$ cat src/rtl/hp35_ctc_rom_port.sv
// hp35_ctc_rom_port: calculator-side word-time generator and serial ROM port.
// Produces the word framing, the sync strobe and the serial address, and
// collects the serial instruction returned by the ROM during sync.
module hp35_ctc_rom_port #(
    parameter int WORD_BITS  = 56,
    parameter int ADDR_START = 19,
    parameter int SYNC_START = 45
) (
    input  logic       clk,
    input  logic       reset,
    input  logic [7:0] addr,
    input  logic       is_in,
    output logic       sync,
    output logic       ia,
    output logic [5:0] bit_time,
    output logic [9:0] instr,
    output logic       instr_valid
);

    // Bit-time decode points. Outputs are registered, so each field is
    // decoded one bit time early and lands on the flop at the right time.
    localparam logic [5:0] LAST_BT    = 6'(WORD_BITS - 1);
    localparam logic [5:0] ADDR_LOAD  = 6'(ADDR_START - 1);
    localparam logic [5:0] ADDR_FIRST = 6'(ADDR_START);
    localparam logic [5:0] ADDR_LAST  = 6'(ADDR_START + 7);
    localparam logic [5:0] SYNC_PRE   = 6'(SYNC_START - 1);
    localparam logic [5:0] SYNC_PRE_L = 6'(SYNC_START + 8);
    localparam logic [5:0] SYNC_FIRST = 6'(SYNC_START);
    localparam logic [5:0] SYNC_LAST  = 6'(SYNC_START + 9);

    logic [7:0] addr_sr;
    logic [9:0] instr_sr;

    // Free-running bit-time counter, wraps at the end of the word.
    always_ff @(posedge clk or posedge reset) begin
        if (reset)                  bit_time <= 6'd0;
        else if (bit_time == LAST_BT) bit_time <= 6'd0;
        else                        bit_time <= bit_time + 6'd1;
    end

    // Sync strobe: set for the ten bit times of the instruction field.
    always_ff @(posedge clk or posedge reset) begin
        if (reset) sync <= 1'b0;
        else       sync <= (bit_time >= SYNC_PRE) && (bit_time <= SYNC_PRE_L);
    end

    // Address serializer: latch addr just before the field, then shift LSB first.
    // ia mirrors addr_sr[0] during the field; it is loaded with the bit that
    // will be in addr_sr[0] after this edge so no combinational path exists.
    always_ff @(posedge clk or posedge reset) begin
        if (reset) begin
            addr_sr <= 8'h00;
            ia      <= 1'b0;
        end else if (bit_time == ADDR_LOAD) begin
            addr_sr <= addr;
            ia      <= addr[0];
        end else if ((bit_time >= ADDR_FIRST) && (bit_time <= ADDR_LAST)) begin
            addr_sr <= {1'b0, addr_sr[7:1]};
            ia      <= (bit_time != ADDR_LAST) && addr_sr[1];
        end else begin
            ia      <= 1'b0;
        end
    end

    // Instruction deserializer: first bit received ends up in bit 0; the
    // completed word is published with a one-bit-time valid strobe.
    always_ff @(posedge clk or posedge reset) begin
        if (reset) begin
            instr_sr    <= 10'h000;
            instr       <= 10'h000;
            instr_valid <= 1'b0;
        end else begin
            instr_valid <= 1'b0;
            if ((bit_time >= SYNC_FIRST) && (bit_time <= SYNC_LAST)) begin
                instr_sr <= {is_in, instr_sr[9:1]};
                if (bit_time == SYNC_LAST) begin
                    instr       <= {is_in, instr_sr[9:1]};
                    instr_valid <= 1'b1;
                end
            end
        end
    end

endmodule
$ cat config.mk
export PLATFORM = sky130hd
export DESIGN_NAME = hp35_ctc_rom_port
export DESIGN_NICKNAME = d
export VERILOG_FILES = /design/src/rtl/hp35_ctc_rom_port.sv
export SDC_FILE = /design/constraint.sdc
export NUM_CORES = 1
export LEC_CHECK = 0
export ABC_CLOCK_PERIOD_IN_PS = 1700
export CAP_MARGIN = 5
export CORE_UTILIZATION = 40
export CTS_BUF_LIST = sky130_fd_sc_hd__clkbuf_16
export DETAILED_ROUTE_END_ITERATION = 16
export SLEW_MARGIN = 40
export SYNTH_ARGS = -nofsm -noshare
export SYNTH_HDL_FRONTEND = slang
export SYNTH_SLANG_ARGS = --single-unit
$ cat constraint.sdc
create_clock -name clk -period 1.7 [get_ports clk]
set_input_delay 0.34 -clock clk [delete_from_list [all_inputs] [get_ports clk]]
set_output_delay 0.34 -clock clk [all_outputs]
set_load 0.1 [all_outputs]
======== After elaboration in Yosys (flattened, before gate mapping) ========
Cells that the tools add are included.
operators by class
  add/sub/neg operators ................... 1
  equality and inequality tests ........... 4
  mux-type cells .......................... 7
  reductions and logical operators ........ 6
  $lt $le $gt $ge ......................... 6
operators by type and width
  cell                                                                   count
  8-bit 2-to-1 mux                                                       2
  6-bit equality test, second input constant                             2
  6-bit >= comparator, second input constant                             2
  6-bit <= comparator, second input constant                             2
  6-bit by 1-bit adder with 6-bit output, second input constant          1
  6-bit by 5-bit equality test with 1-bit output, second input constant  1
  6-bit by 5-bit >= comparator with 1-bit output, second input constant  1
  6-bit by 5-bit <= comparator with 1-bit output, second input constant  1
  6-bit 2-to-1 mux                                                       1
  6-bit by 5-bit != test with 1-bit output, second input constant        1
  1-bit logical AND                                                      4
  1-bit 2-to-1 mux                                                       4
  2-bit AND reduction                                                    1
  2-bit nonzero test                                                     1
storage, ports and cells
  bits in registers ....................... 37
  input port bits ......................... 11

======== Longest topological paths before layout ========
Gate-level depths: netlist (run 1).
  depth in word-level cells ............... 4
  depth in mapped cells ................... 6

======== Worst setup path after synthesis (run 1) ========
OpenSTA, ideal clock, no wires.
  path type ............................... reg2reg
  start ................................... register bit_time[1]
  end ..................................... register instr_sr[1]
  path slack .............................. -0.592 ns
  setup time .............................. 0.125 ns
  required time ........................... 1.575 ns
  cell stages (with the launch flop) ...... 7
  arrival time ............................ 2.167 ns
  path through ............................ dfrtp_1 > inv_1 > ha_1 > inv_1 > a21oi_1 > o21ai_4 > mux2_2
between the ends
  word-level cells in the longest chain between the ends .. 2
  elaborated cells between the ends (all ways) .. 3
ends and longest elaborated chain
  element                                                            RTL line  text
  start: declaration                                                 15        output logic [5:0] bit_time,
  start signal: assignment                                           38        else bit_time <= bit_time + 6'd1;
  6-bit >= comparator / 6-bit <= comparator (equally long branches)  74        if ((bit_time >= SYNC_FIRST) && (bit_time <= SYNC_LAST)) begin
  1-bit logical AND (*)                                              74
  end signal: assignment                                             75        instr_sr <= {is_in, instr_sr[9:1]};
  end: declaration                                                   32        logic [9:0] instr_sr;
Every way passes the cells marked *; elsewhere a longest branch is shown, timed or not.
A chain may end at the register's enable or synchronous reset.

======== Final worst setup path (run 1) ========
  start ................................... register bit_time[0]
  end ..................................... register instr_sr[1]
The elaborated chain is that of the path after synthesis.

==> run summary, run 1 <==
The chip width came out at 65.7 um. The highest clock frequency the design can meet came out at 617 MHz. The post-detailed-route DRC marker count is 0.

The maximum level of the CTS H-tree is 2. The number of detailed-routing iterations run before antenna repair came out at 4. The maximum buffer depth of the clock tree came out at 2. STA classifies the critical path endpoint as a flip-flop.

The number of design-rule violations left by the first detailed-router iteration is 76. The initial standard-cell utilization of the core came out at 0.430. The post-synthesis sequential area ratio is 0.540.

Of the available clock period, the critical path in the final layout requires 0.953. After layout, the design draws a total of 1.78 mW. The worst setup path is of the reg -> reg kind. The run finished with clean final reports. The standard cell core area came out at 3770 um^2. The maximum vdd drop came out at 0.430 mV. Dividing the detail-routed via count by the number of cells gives 5.23. The largest fanout of any net on the critical path came out at 9.

The register clock-pin slew on the reported worst setup and hold paths came out at 50 ps. The number of vias after detailed routing is 1166. The number of register bits inferred by synthesis came out at 35. The global-route wire length before repair is 5550 um. The synthesized design spends more area on one cell type than any other, namely sky130_fd_sc_hd__dfrtp_1. The area added between synthesis and finish came out at 52.1%.

Once the clock tree was built, the setup fixing pass inserted 0 buffers. Dividing the detail-routed wire length by the instance count gives 13.9 um. The fraction of post-synthesis cell area in the top cell type by area came out at 0.540. The worst path meets setup with 79.6 ps of slack.

The data arrival time of the worst path came out at 1780 ps. The number of synthesized flops with an enable pin came out at 0. The average instance in the mapped netlist occupies 12.1 um^2. The number of nets in the synthesized netlist came out at 149. The post-route antenna net violation count came out at 0. Ranked by total cell area, the synthesized netlist is headed by sky130_fd_sc_hd__dfrtp_1, sky130_fd_sc_hd__mux2_2, sky130_fd_sc_hd__o21ai_0. Timing analysis after detailed placement gives a worst setup slack of 12.0 ps. The count of hold buffers inserted by post-cts repair came out at 0. The floorplan has 22 rows. The cell count after synthesis is 134. The total setup violations reported at the end of the flow came out at 0. The floorplan die area is 4310 um^2.

Clock skew on the completed layout was measured at 2.90 ps. Summed over all layers, the global routing overflow is 0. The global placer's final weighted congestion came out at 0.827. The max capacitance violation total came out at 0. In the final design database the tool counted 189 nets. The wire length after detailed routing is 3100 um.

The critical path launch point type is a flip-flop. The clock latency on the worst-skew pair is 270 ps. The overall die height is 65.7 um. The number of distinct library cell variants in the gate-level netlist after synthesis came out at 34. In this run the worst hold path is classified as in -> async. The share of synthesized registers carrying an async set or reset came out at 1.00. The number of max-slew violations in the final report is 0. The antenna diode count came out at 0. The count of endpoints failing hold in the final timing report came out at 0. In the final layout, the share of cells above drive strength 1 is 0.457.

For this run, the leading register cell type out of synthesis is sky130_fd_sc_hd__dfrtp_1. The total standard cell area after synthesis is 1620 um^2. The count of input and output buffers came out at 29. For the worst setup path, the data required time is 1860 ps.

Summed over all cells, the static leakage comes to 1.10 nW. The largest net degree at the start of global routing came out at 36. The count of cells resized by post-cts repair is 0. The aggregate negative setup slack came out at 0 ps. The clock sink count came out at 35. The total met3 wirelength after detailed routing is 102 um. The tree is rooted in a sky130_fd_sc_hd__clkbuf_16. The number of antenna violations at the first check in global routing came to 0. The detailed-routing wirelength on met1 came out at 1420 um. TritonCTS created 5 clock buffers.

In this run the top signal layer used is met4. The time the final worst path needs with I/O delays and setup is 1620 ps. The via count of the first global-routing pass came out at 1192. The relative slew slack came out at 0.711. The global-route total usage across every layer is 0.172. 30 I/O pins were placed. The total met2 wirelength after detailed routing is 1530 um. Setup repair after global routing could not meet its margin everywhere. The areal power density over the cells came out at 720 nW/um^2. For the pin with the worst max-slew slack, the measured transition is 432 ps.

The detailed placement HPWL is 2160 um. The clock tree from TritonCTS is done. The total of warnings raised by yosys is 0.
## report_power, final
part / internal, mW / switching [mW]
clock network: 0.539 / 0.336
registers: 0.840 / 0.00569
logic: 0.0342 / 0.0220
total: 1.41 / 0.364
## logic make-up after synthesis
kind of cell | count (synthesis) | synth area share
muxes | 19 | 0.132
buffers and inverters | 11 | 0.0401
adders and majority gates | 4 | 0.0309
and+or+nand+nor | 28 | 0.110
AOI/OAI and AO/OA | 36 | 0.142
xor gates and xnor gates | 1 | 0.00540
DFF | 35 | 0.540
## cell usage in the layout, fill, tap and decap left out, types with 2 or more instances in the layout
master,count
sky130_fd_sc_hd__dfrtp_1,29
sky130_fd_sc_hd__o21ai_0,14
sky130_fd_sc_hd__clkinvlp_4,2
sky130_fd_sc_hd__nand2_1,6
sky130_fd_sc_hd__inv_1,2
sky130_fd_sc_hd__inv_2,2
sky130_fd_sc_hd__ha_4,2
sky130_fd_sc_hd__buf_4,8
sky130_fd_sc_hd__mux2_2,11
sky130_fd_sc_hd__nand3_1,3
sky130_fd_sc_hd__buf_12,21
sky130_fd_sc_hd__nor2_1,7
sky130_fd_sc_hd__clkbuf_16,5
sky130_fd_sc_hd__a21oi_1,6
sky130_fd_sc_hd__clkdlybuf4s50_1,10
sky130_fd_sc_hd__dfrtp_4,5
sky130_fd_sc_hd__a31oi_1,6
sky130_fd_sc_hd__nor3_2,2
sky130_fd_sc_hd__mux2_4,8
sky130_fd_sc_hd__nand2b_1,2
## synthesized netlist by cell type (2+ instances only)
cell                       instances
sky130_fd_sc_hd__buf_6             2
sky130_fd_sc_hd__nand2b_1          2
sky130_fd_sc_hd__o21ai_0          14
sky130_fd_sc_hd__nand3_1           4
sky130_fd_sc_hd__a21oi_1           7
sky130_fd_sc_hd__nand2_1           6
sky130_fd_sc_hd__nor2_1            7
sky130_fd_sc_hd__a31oi_1           6
sky130_fd_sc_hd__mux2_2           19
sky130_fd_sc_hd__ha_1              4
sky130_fd_sc_hd__buf_4             2
sky130_fd_sc_hd__inv_1             5
sky130_fd_sc_hd__dfrtp_1          35
## per-stage QoR
step                      cell area, um^2  utilization  cells  hold WS, ps
after detailed placement             2300        0.611    215          499
after floorplan                      1720            -    134          450
after global placement               2300        0.611    215          488
final                                2470        0.654    223          404
after CTS                            2450        0.650    223          413
after global routing                 2470        0.654    223          440
## worst paths after layout
kind                              from     endpoint  slack (ps)  cells after the start
min reg2reg                instr_sr[1]  instr_sr[1]         510                      1
min in group clk           instr_sr[1]  instr_sr[1]         510                      1
min                              reset     instr[1]         400                      3
max                        bit_time[0]  instr_sr[1]          80                      6
max reg2reg                bit_time[0]  instr_sr[1]          80                      6
max in group asynchronous        reset  bit_time[4]        1100                      3
## area by class of cell
class / count / area (um^2)
tap: 48 / 60.1
timing repair buffer: 39 / 581
sequential: 35 / 896
clock buffer: 5 / 125
clock inverter: 3 / 20.0
multi-input combinational: 88 / 763
fill: 268 / 1310
inverter: 5 / 21.3
## flip-flops by register name, summed over array words and instances (netlist names)
name,flops
addr_sr,7
instr,10
bit_time,6
sync,1
ia,1
instr_sr,9
instr_valid,1
## metal layers
metal / vias to the layer above / global-route usage
li1: 563 / -
met1: 574 / 0.218
met2: 23 / 0.278
met3: 6 / 0.0503
met4: 0 / 0.0571
met5: - / 0
## worst max-delay path: stages (launching register included)
cell,delay [ps]
sky130_fd_sc_hd__dfrtp_4,540
sky130_fd_sc_hd__inv_2,120
sky130_fd_sc_hd__ha_4,150
sky130_fd_sc_hd__a21oi_2,60
sky130_fd_sc_hd__o21ai_4,160
sky130_fd_sc_hd__buf_12,150
sky130_fd_sc_hd__mux2_2,330
(Power assumes the default switching activity.)
==> run 2: changes to the inputs <==
Settings changed: SETUP_SLACK_MARGIN from default to 0.2.
==> run 2 against run 1 <==
Net effect: flip-flop and latch count did not move; utilization is 6.5 points higher; power increased by 8.1%.
==> run summary, run 2 (same netlist as run 1, synthesis figures left out) <==
The flow ran to the end, and the final reports show no timing, DRC or antenna violations. In the post-route analysis, the smallest setup slack over all paths is 87.4 ps. The layout cell share with drive strength beyond 1 is 0.545. The number of rows created at floorplan is 22.

The standard cell core area came out at 3770 um^2. For the worst setup path, the data required time is 1850 ps. The clock latency on the worst-skew pair came out at 270 ps.

The register clock-pin slew on the reported worst setup and hold paths is 60 ps. In the final layout, the registers with the most flip-flops are instr: 10 flops, instr_sr: 9 flops, addr_sr: 7 flops. The post-detailed-route DRC marker count is 0. The count of input and output buffers is 29. Timing would allow up to 620 MHz. Summed over all layers, the global routing overflow is 0. The tightest min-delay check is of the in -> async type.

The filler cells instantiated in the layout total 215. The count of endpoints failing hold in the final timing report came out at 0. The largest net degree at the start of global routing came out at 36. STA puts the critical path data arrival time at 1760 ps. In the finished design, the share of the clock period the worst path needs comes to 0.949. Clock tree synthesis found a total of 35 sinks. The terminus of the critical flop-to-flop path is addr_sr[5]. The worst clock skew on the final layout came out at 5.63 ps. The minimum hold slack is 415 ps.

The transition time of the tightest slew-check pin is 536 ps. The time the final worst path needs with I/O delays and setup is 1610 ps. The number of antenna violations at the first check in global routing is 0. In the layout the commonest cells are sky130_fd_sc_hd__dfrtp_1, sky130_fd_sc_hd__buf_12, sky130_fd_sc_hd__buf_4. The first detailed-routing pass ran for 4 iterations. The startpoint identified for the worst register-to-register timing path is bit_time[0]. The via count of the first global-routing pass is 1243.

The worst slack at placement came out at -18.8 ps. The worst register-to-register path has a depth of 5. The area of placed instances is 2300 um^2. Once detail routing completed, the nets flagged for antenna violations numbered 0.

The area growth from synthesis to layout is 67.1%. Total power for the finished layout comes to 1.92 mW. The maximum level of the CTS H-tree came out at 2. The max capacitance violation total came out at 0. The final layout contains 203 nets. The worst setup path is captured at a flip-flop. The detailed placement HPWL is 2200 um. The congestion estimate from routability-driven global placement came to 0.817.

The number of design-rule violations left by the first detailed-router iteration is 59. The final cell utilization of the core came out at 0.719. The register with the most flip-flops in the layout has 10 of them. The floorplan die area is 4310 um^2. The clock buffer count from CTS came out at 5. The relative slew slack is 0.640.

instr holds more flip-flops than any other register. Across the VDD grid, the largest voltage drop is 0.578 mV. The finished cells cover 2710 um^2.

The worst setup path is launched from a flip-flop. The global-route wire length before repair is 6000 um. The number of vias per cell came out at 5.32. The total setup violations reported at the end of the flow is 0. The setup slack of the most critical reg-to-reg path is 90 ps.

The floorplan step set the die height to 65.7 um. 0 antenna diodes ended up in the layout. The largest fanout of any net on the critical path is 6. The average wire length per cell after detail routing is 15.4 um.

The initial standard-cell utilization of the core came out at 0.430. The reported leakage power came out at 1.19 nW. Setup repair after global routing could not meet its margin everywhere. The library cell used most frequently in the layout, excluding fill and tap cells, is sky130_fd_sc_hd__dfrtp_1. The number of top-level pins came out at 30. The cell sitting at the root of the clock tree is a sky130_fd_sc_hd__clkbuf_16. The die is 65.7 um wide. The clock tree from TritonCTS is done. The number of max-slew violations in the final report came out at 0. In this run the power density over the cells is 709 nW/um^2. The global-route total usage across every layer came out at 0.183. The maximum buffer depth of the clock tree is 2. The wire length after detailed routing is 3660 um.

The number of vias after detailed routing came out at 1261. By startpoint and endpoint, the worst setup path is classified as reg -> reg.
[run 2: what timing repair did]
item / CTS / global route
hold buffers: 0 / 0
endpoints found under the setup margin: 29 / 33
gates resized for setup: 11 / 21
pin swaps: 1 / 2
setup buffers: 12 / 2
gates cloned: 1 / 0
[run 2: area by class of cell]
class	count	area [um^2]	area share
clock buffers	5	125	0.0462
flip-flops and latches	35	896	0.331
clock inverters	3	43.8	0.0162
multi-input cells	88	851	0.314
repair buffers	53	708	0.261
inverters	5	26.3	0.00970
well taps	48	60.1	0.0222
[run 2: through the flow]
step,TNS [ps],cells
after floorplan,-1880,134
after global placement,0,214
after detailed placement,-34.1,214
after CTS,0,235
after global routing,0,237
final,0,237
[run 2: how the worst max path moves through the flow]
| stage | from | end | slack [ps] | cells past startpoint |
|---|---|---|---|---|
| 4_1_cts | bit_time[0] | bit_time[0] | 110 | 3 |
| 3_3_place_gp | bit_time[0] | addr_sr[1] | 50 | 5 |
| 6_report | bit_time[0] | addr_sr[5] | 90 | 5 |
| 3_5_place_dp | bit_time[0] | addr_sr[4] | -20 | 5 |
| 5_1_grt | bit_time[0] | addr_sr[2] | 30 | 5 |
| 2_1_floorplan | bit_time[5] | addr_sr[1] | -120 | 6 |
[run 2: power by group]
group          switching (mW)  total, mW  internal [mW]
clock                   0.326       1.02          0.690
combinational          0.0246     0.0592         0.0346
sequential            0.00530      0.845          0.840
total                   0.356       1.92           1.56
[run 2: per-layer routing]
layer | track usage | vias to the layer above | part of all wire | wire [um]
li1 | - | 588 | - | -
met1 | 0.238 | 634 | 0.47 | 1720
met2 | 0.297 | 35 | 0.48 | 1760
met3 | 0.0451 | 4 | 0.039 | 143
met4 | 0.0598 | 0 | 0.010 | 38
met5 | 0 | - | 0 | 0
[run 2: critical path: stages, from the launching register on]
cell and delay (ps):
sky130_fd_sc_hd__dfrtp_4 530, sky130_fd_sc_hd__inv_4 100, sky130_fd_sc_hd__ha_4 130, sky130_fd_sc_hd__or4b_4 550, sky130_fd_sc_hd__nor2_1 130, sky130_fd_sc_hd__a21oi_1 50
==> run 3: changes to the inputs <==
Settings changed: CTS_CLUSTER_DIAMETER from default to 120.
==> results of run 3 <==
Same layout as run 2: the final DEF is identical, and so are final timing and power.
